$ cat config.mk
export PLATFORM = sky130hd
export DESIGN_NAME = uart_rx_core
export DESIGN_NICKNAME = d
export VERILOG_FILES = /design/src/rtl/uart_pkg.sv /design/src/rtl/uart_rx_bit_sampler.sv /design/src/rtl/uart_rx_core.sv
export SDC_FILE = /design/constraint.sdc
export NUM_CORES = 1
export LEC_CHECK = 0
export CAP_MARGIN = 30
export CORE_MARGIN = 2
export CORE_UTILIZATION = 35
export CTS_BUF_LIST = sky130_fd_sc_hd__clkbuf_4 sky130_fd_sc_hd__clkbuf_8
export CTS_CLUSTER_DIAMETER = 120
export DETAILED_ROUTE_END_ITERATION = 10
export PLACE_DENSITY_LB_ADDON = 0.1
export SLEW_MARGIN = 5
export SYNTH_ARGS = -nofsm -noshare
export SYNTH_HDL_FRONTEND = slang
export SYNTH_HIERARCHICAL = 1
export SYNTH_SLANG_ARGS = --single-unit
export TNS_END_PERCENT = 100
$ cat constraint.sdc
create_clock -name CLK -period 2.37 [get_ports CLK]
set_input_delay 0.474 -clock CLK [delete_from_list [all_inputs] [get_ports CLK]]
set_output_delay 0.474 -clock CLK [all_outputs]
set_load 0.05 [all_outputs]
$ cat src/rtl/uart_pkg.sv
// Shared types and helpers for the UART receive path.
package uart_pkg;

  // Receiver FSM states
  typedef enum logic [2:0] {
    ST_IDLE   = 3'd0,
    ST_START  = 3'd1,
    ST_DATA   = 3'd2,
    ST_PARITY = 3'd3,
    ST_STOP   = 3'd4
  } rx_state_e;

  // Parity_Type encodings
  localparam logic PARITY_EVEN = 1'b0;
  localparam logic PARITY_ODD  = 1'b1;

  // Total bits on the line for one frame: start + data + optional parity + stop
  function automatic int unsigned frame_bits(input int unsigned data_width,
                                             input logic        parity_en);
    return data_width + 32'(parity_en) + 32'd2;
  endfunction

endpackage

$ cat src/rtl/uart_rx_bit_sampler.sv
// Line synchronizer, per-bit edge counter and 3-sample mid-bit majority vote.
module uart_rx_bit_sampler #(
  parameter int unsigned PRESCALE = 8
) (
  input  logic clk,
  input  logic rst,
  input  logic rx_in,
  input  logic fsm_idle,
  output logic fall_c,
  output logic sample_valid_c,
  output logic bit_end_c,
  output logic bit_vote_c
);

  localparam int unsigned    CNT_W    = $clog2(PRESCALE);
  localparam logic [CNT_W-1:0] CNT_LAST = CNT_W'(PRESCALE - 1);
  localparam logic [CNT_W-1:0] MID_LO   = CNT_W'(PRESCALE / 2 - 1);
  localparam logic [CNT_W-1:0] MID      = CNT_W'(PRESCALE / 2);
  localparam logic [CNT_W-1:0] MID_HI   = CNT_W'(PRESCALE / 2 + 1);

  logic             sync1_q, sync1_d;
  logic             sync2_q, sync2_d;
  logic             hist_q, hist_d;
  logic             s_lo_q, s_lo_d;
  logic             s_mid_q, s_mid_d;
  logic [CNT_W-1:0] cnt_q, cnt_d;

  assign fall_c         = hist_q & ~sync2_q;
  assign sample_valid_c = ~fsm_idle & (cnt_q == MID_HI);
  assign bit_end_c      = ~fsm_idle & (cnt_q == CNT_LAST);
  assign bit_vote_c     = (s_lo_q & s_mid_q) | (s_lo_q & sync2_q) | (s_mid_q & sync2_q);

  // Next-state: sync chain, bit-period counter (0 at T0) and early vote taps
  always_comb begin
    sync1_d = rx_in;
    sync2_d = sync1_q;
    hist_d  = sync2_q;
    s_lo_d  = s_lo_q;
    s_mid_d = s_mid_q;
    cnt_d   = cnt_q;
    if (fsm_idle) begin
      cnt_d = fall_c ? CNT_W'(1) : '0;
    end else if (cnt_q == CNT_LAST) begin
      cnt_d = '0;
    end else begin
      cnt_d = cnt_q + CNT_W'(1);
    end
    if (cnt_q == MID_LO) s_lo_d  = sync2_q;
    if (cnt_q == MID)    s_mid_d = sync2_q;
  end

  // Registers; line flops reset high so reset release never looks like a start
  always_ff @(posedge clk or posedge rst) begin
    if (rst) begin
      sync1_q <= 1'b1;
      sync2_q <= 1'b1;
      hist_q  <= 1'b1;
      s_lo_q  <= 1'b1;
      s_mid_q <= 1'b1;
      cnt_q   <= '0;
    end else begin
      sync1_q <= sync1_d;
      sync2_q <= sync2_d;
      hist_q  <= hist_d;
      s_lo_q  <= s_lo_d;
      s_mid_q <= s_mid_d;
      cnt_q   <= cnt_d;
    end
  end

endmodule

$ cat src/rtl/uart_rx_core.sv
// UART receiver: frame FSM, deserializer, parity/stop checks, registered result pulses.
module uart_rx_core
  import uart_pkg::*;
#(
  parameter int unsigned DATA_WIDTH = 8,
  parameter int unsigned PRESCALE   = 8
) (
  input  logic                  CLK,
  input  logic                  RST,
  input  logic                  RX_IN,
  input  logic                  Parity_Enable,
  input  logic                  Parity_Type,
  output logic [DATA_WIDTH-1:0] P_DATA,
  output logic                  Data_Valid,
  output logic                  Parity_Error,
  output logic                  Stop_Error
);

  if ((PRESCALE < 4) || ((PRESCALE % 2) != 0)) begin : g_bad_prescale
    $error("uart_rx_core: PRESCALE must be even and >= 4");
  end

  localparam int unsigned       BIT_W    = (DATA_WIDTH > 1) ? $clog2(DATA_WIDTH) : 1;
  localparam logic [BIT_W-1:0]  BIT_LAST = BIT_W'(DATA_WIDTH - 1);

  logic fall_c, sample_valid_c, bit_end_c, bit_vote_c, fsm_idle_c, exp_parity_c;

  rx_state_e             state_q, state_d;
  logic [BIT_W-1:0]      bit_cnt_q, bit_cnt_d;
  logic [DATA_WIDTH-1:0] shift_q, shift_d;
  logic                  par_en_q, par_en_d;
  logic                  par_type_q, par_type_d;
  logic                  par_bit_q, par_bit_d;
  logic [DATA_WIDTH-1:0] p_data_q, p_data_d;
  logic                  data_valid_q, data_valid_d;
  logic                  parity_err_q, parity_err_d;
  logic                  stop_err_q, stop_err_d;

  uart_rx_bit_sampler #(
    .PRESCALE (PRESCALE)
  ) u_sampler (
    .clk            (CLK),
    .rst            (RST),
    .rx_in          (RX_IN),
    .fsm_idle       (fsm_idle_c),
    .fall_c         (fall_c),
    .sample_valid_c (sample_valid_c),
    .bit_end_c      (bit_end_c),
    .bit_vote_c     (bit_vote_c)
  );

  assign fsm_idle_c   = (state_q == ST_IDLE);
  assign exp_parity_c = (^shift_q) ^ (par_type_q == PARITY_ODD);

  assign P_DATA       = p_data_q;
  assign Data_Valid   = data_valid_q;
  assign Parity_Error = parity_err_q;
  assign Stop_Error   = stop_err_q;

  // Frame sequencing and stop-bit decision; result pulses default low
  always_comb begin
    state_d      = state_q;
    bit_cnt_d    = bit_cnt_q;
    shift_d      = shift_q;
    par_en_d     = par_en_q;
    par_type_d   = par_type_q;
    par_bit_d    = par_bit_q;
    p_data_d     = p_data_q;
    data_valid_d = 1'b0;
    parity_err_d = 1'b0;
    stop_err_d   = 1'b0;
    case (state_q)
      ST_IDLE: begin
        if (fall_c) begin
          state_d    = ST_START;
          par_en_d   = Parity_Enable;
          par_type_d = Parity_Type;
        end
      end
      ST_START: begin
        if (sample_valid_c && bit_vote_c) begin
          state_d = ST_IDLE;
        end else if (bit_end_c) begin
          state_d   = ST_DATA;
          bit_cnt_d = '0;
        end
      end
      ST_DATA: begin
        if (sample_valid_c) shift_d[bit_cnt_q] = bit_vote_c;
        if (bit_end_c) begin
          if (bit_cnt_q == BIT_LAST) begin
            state_d = par_en_q ? ST_PARITY : ST_STOP;
          end else begin
            bit_cnt_d = bit_cnt_q + BIT_W'(1);
          end
        end
      end
      ST_PARITY: begin
        if (sample_valid_c) par_bit_d = bit_vote_c;
        if (bit_end_c)      state_d   = ST_STOP;
      end
      ST_STOP: begin
        if (sample_valid_c) begin
          parity_err_d = par_en_q && (par_bit_q != exp_parity_c);
          stop_err_d   = ~bit_vote_c;
          if (!parity_err_d && !stop_err_d) begin
            p_data_d     = shift_q;
            data_valid_d = 1'b1;
          end
          state_d = ST_IDLE;
        end
      end
      default: state_d = ST_IDLE;
    endcase
  end

  // State and output registers
  always_ff @(posedge CLK or posedge RST) begin
    if (RST) begin
      state_q      <= ST_IDLE;
      bit_cnt_q    <= '0;
      shift_q      <= '0;
      par_en_q     <= 1'b0;
      par_type_q   <= 1'b0;
      par_bit_q    <= 1'b0;
      p_data_q     <= '0;
      data_valid_q <= 1'b0;
      parity_err_q <= 1'b0;
      stop_err_q   <= 1'b0;
    end else begin
      state_q      <= state_d;
      bit_cnt_q    <= bit_cnt_d;
      shift_q      <= shift_d;
      par_en_q     <= par_en_d;
      par_type_q   <= par_type_d;
      par_bit_q    <= par_bit_d;
      p_data_q     <= p_data_d;
      data_valid_q <= data_valid_d;
      parity_err_q <= parity_err_d;
      stop_err_q   <= stop_err_d;
    end
  end

endmodule

Word level (Yosys, flattened, before mapping)
Cells that the tools add are included.

word-level totals
  flip-flop bits (word level) = 36
  output and inout port bits = 11

operators by class
  $add $sub $neg = 2
  $lt $le $gt $ge = 2
  eq/ne operators = 19
  mux-type cells = 27
  bitwise operators = 12
  reduce and logical (&&, ||, !) cells = 14

operator list
  operator               number
  $mux W3                14
  $ne A2 B2 Y1 const B   8
  $eq A3 B3 Y1 const B   5
  $pmux W3 S5            1
  $eq A3 B2 Y1 const B   3
  $mux W1                9
  $bwmux W8              1
  $reduce_xor A8 Y1      1
  $add A3 B1 Y3 const B  2
  $and A1 B1 Y1          6
  $pmux W3 S2            1
  $reduce_and A2 Y1      3
  $reduce_and A6 Y1      1
  $reduce_and A5 Y1      1
  $logic_and A1 B1 Y1    4
  $lt A3 B4 Y1 const B   1
  $demux W1 S3           1
  $eq A3 B1 Y1 const B   1
  $ge A3 B1 Y1 const B   1
  $logic_not A3 Y1       1
  $ne A3 B3 Y1 const B   1
  $not A1 Y1             3
  $reduce_and A3 Y1      1
  $or A1 B1 Y1           2
  4 further kinds        4

Logic depth before layout (Yosys ltp)
  word-level depth = 9
  depth in mapped cells = 8
  mapped depth without buffers = 8

Cells and area by module
Netlist, hierarchy kept.

by module, submodules not included
  module               times used  cells each  area an instance (um^2)
  uart_rx_core         1           121         1,325.0
  uart_rx_bit_sampler  1           28          367.9

Least setup slack after synthesis
OpenSTA, ideal clock, no wires.

  kind = register -> register
  from = reg state_q[1]
  to = reg p_data_q[0] (netlist: P_DATA[0])
  setup time = 0.125 ns
  data arrival time = 2.302 ns
  data required time = 2.245 ns
  path slack = -0.056 ns
  cell stages (with the launch flop) = 8
  buffers on the path = 1
  clock period less this slack = 2.426 ns
  cell sequence = dfrtp_1 -> clkbuf_1 -> nor3_1 -> nor3b_1 -> nor2b_1 -> nand3_1 -> a211oi_4 -> mux2_2

between the ends
  word-level cells in the longest chain between the ends = 4
  elaborated cells between the ends (all ways) = 5

RTL lines
  what                                line                       text
  start, declared                     uart_rx_core.sv:28         rx_state_e state_q, state_d;
  start signal, assigned              uart_rx_core.sv:131        state_q <= state_d;
  $logic_not A3 Y1                    uart_rx_core.sv:52         assign fsm_idle_c = (state_q == ST_IDLE);
  named net fsm_idle_c                uart_rx_core.sv:26         logic fall_c, sample_valid_c, bit_end_c, bit_vote_c, fsm_idle_c, exp_parity_c;
  $not A1 Y1                          uart_rx_bit_sampler.sv:29  assign sample_valid_c = ~fsm_idle & (cnt_q == MID_HI);
  $and A1 B1 Y1                       uart_rx_bit_sampler.sv:29
  named net sample_valid_c            uart_rx_core.sv:26
  $reduce_and A3 Y1 (no source line)  --
  end signal, assigned                uart_rx_core.sv:137        p_data_q <= p_data_d;
  end, declared                       uart_rx_core.sv:34         logic [DATA_WIDTH-1:0] p_data_q, p_data_d;

The timed path passes the listed nets, and every way through them passes these cells.
A chain may end at the register's enable or synchronous reset.

Final worst setup path
  from = reg shift_q[1]
  to = reg p_data_q[6] (netlist: P_DATA[6])

between the ends
  word-level cells in the longest chain between the ends = 7

RTL lines
  what                                line                 text
  start, declared                     uart_rx_core.sv:30   logic [DATA_WIDTH-1:0] shift_q, shift_d;
  start signal, assigned              uart_rx_core.sv:133  shift_q <= shift_d;
  $reduce_xor A8 Y1                   uart_rx_core.sv:53   assign exp_parity_c = (^shift_q) ^ (par_type_q == PARITY_ODD);
  $xor A1 B1 Y1                       uart_rx_core.sv:53
  $ne A1 B1 Y1                        uart_rx_core.sv:104  parity_err_d = par_en_q && (par_bit_q != exp_parity_c);
  $logic_and A1 B1 Y1                 uart_rx_core.sv:104
  $logic_not A1 Y1                    uart_rx_core.sv:106  if (!parity_err_d && !stop_err_d) begin
  $logic_and A1 B1 Y1                 uart_rx_core.sv:106
  $reduce_and A3 Y1 (no source line)  --

Every way passes these cells.

==> results.md <==
- Status: finished, final reports clean
- Logic pwr share: about 28%
- # fillers: ~440
- HP Class: flip-flop to flip-flop
- Sequential Power Share: 46.1%
- Area grow syn2layout: 21.4%
- Setup violations, final: 0
- CP endpoint kind: flip-flop
- Tcrit/Tclk final: a little under 90%
- Synth cell types: 32
- GR Util met3: about 4.1%
- Synth top area share: a little under half
- Via count: about 1100
- Period minus WS final: around 2 ns
- Int Pwr: roughly 1200 uW
- Avg Cell Area, Syn: between 10 and 15 um^2
- Max-cap violations: 0
- GR Util met1: between 10% and 20%
- # IOs: 16
- Max frequency: 0.485 GHz
- Dpl ws: ~0.13 ns
- Die height: between 70 and 80 um
- Setup TNS: 0 ns
- Met2 global-route usage: a little over a fifth
- Reg clk slew, reported paths: 0.07 ns
- Largest net degree at the start of global routing: 29
- CTS buffer count: 5
- Clock buffer depth: 2
- GPL Wtd Cong: ~0.75
- Die ar.: around 5400 um^2
- NumNets Final: 184
- Slew Limit Fails: 0
- Layout cells sized above 1: a little over a fifth
- Initial antenna violation count: 0
- Hold depth: 0
- Setup Skew: between 0.004 and 0.005 ns
- PortBufs: 15
- PnR worst setup slack: between 0.3 and 0.4 ns
- # DRC: 0
- RSZ-0062 raised after global routing: false
- Post-Syn Nets: 161
- CORE AREA: 4690 um^2
- Most frequent cells in the layout: dfrtp_1, clkdlybuf4s50_1, nand2_1, mux2_2
- Root buffer cell: clkbuf_8
- Diodes inserted: 0
- Vias in the first global route: 1165
- Clock sinks: 36
- Worst-case reg-to-reg path depth: 6
- P_sw: 568 uW
- Worst-margin pin slew: 0.502 ns
- Worst endpoint required time: roughly 2.5 ns
- Sw frac: 32.1%
- GRT busiest layer: met2
- Worst Path Max Fanout: 9
- Crit path launch type: flip-flop
- Post-Syn Area: roughly 1700 um^2
- Relative slew slack: 66.4%
- FP Rows: 25
- Yosys top cell by area: dfrtp_1
- Die Wd: approximately 74 um
- Critical Path AT: approximately 2.2 ns
- CTS tree: built
- Seq/Total Area, Yosys: 53.6%
- Initial DRC Count: 63
- Detailed Place HPWL: roughly 2.2 mm
- Leading cell type in the layout, fill and taps excluded: dfrtp_1
- Final WL: 2.96 mm
- Starting Density: 36.1%
- First-pass GRT wire length: around 5.3 mm
- Grt ovf: 0
- Synth Warn #: 6
- Pre-antenna DRT Iters: 4
- Dominant cells by area after synthesis: dfrtp_1, mux2_2, dfstp_2
- H-tree levels: 2
- Via count normalized by instance count: 4.87
- Yosys reg bits: 36
- PwrDens: about 860 nW/um^2
- Syn Inst Count: approximately 150
- Total Routing Usage GR: a little over an eighth
- Clock power frac: 25.8%
- Antenna-violating nets left: 0
- Leak: between 0.0009 and 0.001 uW
- Clock Latency Late Sink: 0.28 ns
- WL per Instance: roughly 13 um
- VDD IR max: around 410 uV
- Final Hold Violating Endpoints: 0
- CP Class: flip-flop to flip-flop
## synth_stat cells
cell,number
nand2_1,14
o41ai_1,1
mux2_2,14
nor2_1,10
and4_1,1
buf_2,2
dfrtp_1,31
a32oi_1,1
xor2_1,2
mux2_4,1
nor3_1,4
dfstp_2,5
nand4b_1,1
nor3b_1,3
nor2b_1,5
nand3b_1,3
nand2b_1,1
xnor2_1,5
xnor3_1,1
a21o_1,1
o22ai_1,2
a311oi_1,1
a21oi_1,3
inv_1,10
nand4_1,2
clkbuf_1,3
a211oi_4,1
nand3_1,3
ha_1,7
o31ai_1,1
maj3_2,1
o21ai_0,9
## per-stage QoR
stage | power [uW] | hold WS (ns) | utilization [%] | area [um^2] | std cells
final | 1770 | 0.356 | 43.8 | 2050 | 227
after global routing | 1920 | 0.366 | 43.8 | 2050 | 227
after CTS | 1800 | 0.358 | 43.3 | 2030 | 226
after detailed placement | 1330 | 0.347 | 41.2 | 1930 | 218
after global placement | 1310 | 0.347 | 41.2 | 1930 | 218
after floorplan | 1190 | 0.286 | - | 1700 | 149
## power by group through the flow
stage | registers [uW] | clock network [uW] | logic, uW
after CTS | 813 | 480 | 504
final | 815 | 456 | 498
after global placement | 823 | 0 | 484
after global routing | 834 | 511 | 577
after floorplan | 799 | 0 | 388
after detailed placement | 824 | 0 | 501
## sequential cells by signal, summed over array words and instances, names as in the netlist
signal / flops
P_DATA: 8
shift_q: 8
bit_cnt_q: 3
state_q: 3
u_sampler/cnt_q: 3
Data_Valid: 1
Parity_Error: 1
Stop_Error: 1
par_bit_q: 1
par_en_q: 1
par_type_q: 1
u_sampler/hist_d: 1
u_sampler/hist_q: 1
u_sampler/s_lo_q: 1
u_sampler/s_mid_q: 1
u_sampler/sync1_q: 1
## cell families (layout without fill, tap and decap cells)
kind of cell             after synthesis  in the layout  share of synthesized area, %
flip-flops                            36             36                          53.6
multiplexers                          15             15                          10.2
buffers and inverters                 15             39                          3.47
AND/OR/NAND/NOR                       47             47                          14.0
adder cells (fa/ha/maj)                8              8                          5.84
AO/OA/AOI/OAI                         20             20                          7.91
XOR/XNOR                               8              8                          4.95
## critical path, cell delays in order (launching register included)
cell	delay, ns
dfrtp_1	0.40
xor2_1	0.16
xnor3_1	0.42
xnor2_1	0.19
a211oi_4	0.29
buf_12	0.16
mux2_2	0.32
## routing by layer
metal  wire (um)  part of all wire (%)
met1        1330                    45
met2        1530                    52
met3          81                   2.7
met4          17                  0.57
met5           0                     0
## area by class of cell
class / count / area [um^2] / share of cell area (%)
clock buffer: 7 / 90.1 / 4.38
tap: 54 / 67.6 / 3.29
inverter: 10 / 37.5 / 1.83
multi-input combinational: 98 / 737 / 35.9
timing repair buffer: 21 / 208 / 10.1
clock inverter: 1 / 7.51 / 0.365
sequential: 36 / 907 / 44.2
## repair_timing
action | 4_1_cts | 5_1_grt
resized for setup | 0 | 1
hold buffers | 0 | 0
setup buffers | 0 | 1
setup endpoints to repair | 0 | 9
## worst paths after layout
kind,startpoint,endpoint,slack [ns]
min,u_sampler/sync1_q,u_sampler/hist_d,0.36
min reg2reg,u_sampler/sync1_q,u_sampler/hist_d,0.36
max,shift_q[1],P_DATA[6],0.31
max reg2reg,shift_q[1],P_DATA[6],0.31
min in group asynchronous,RST,u_sampler/cnt_q[2],0.47
max in group asynchronous,RST,bit_cnt_q[2],1.50
No activity file was read; power rests on OpenSTA's default activity.
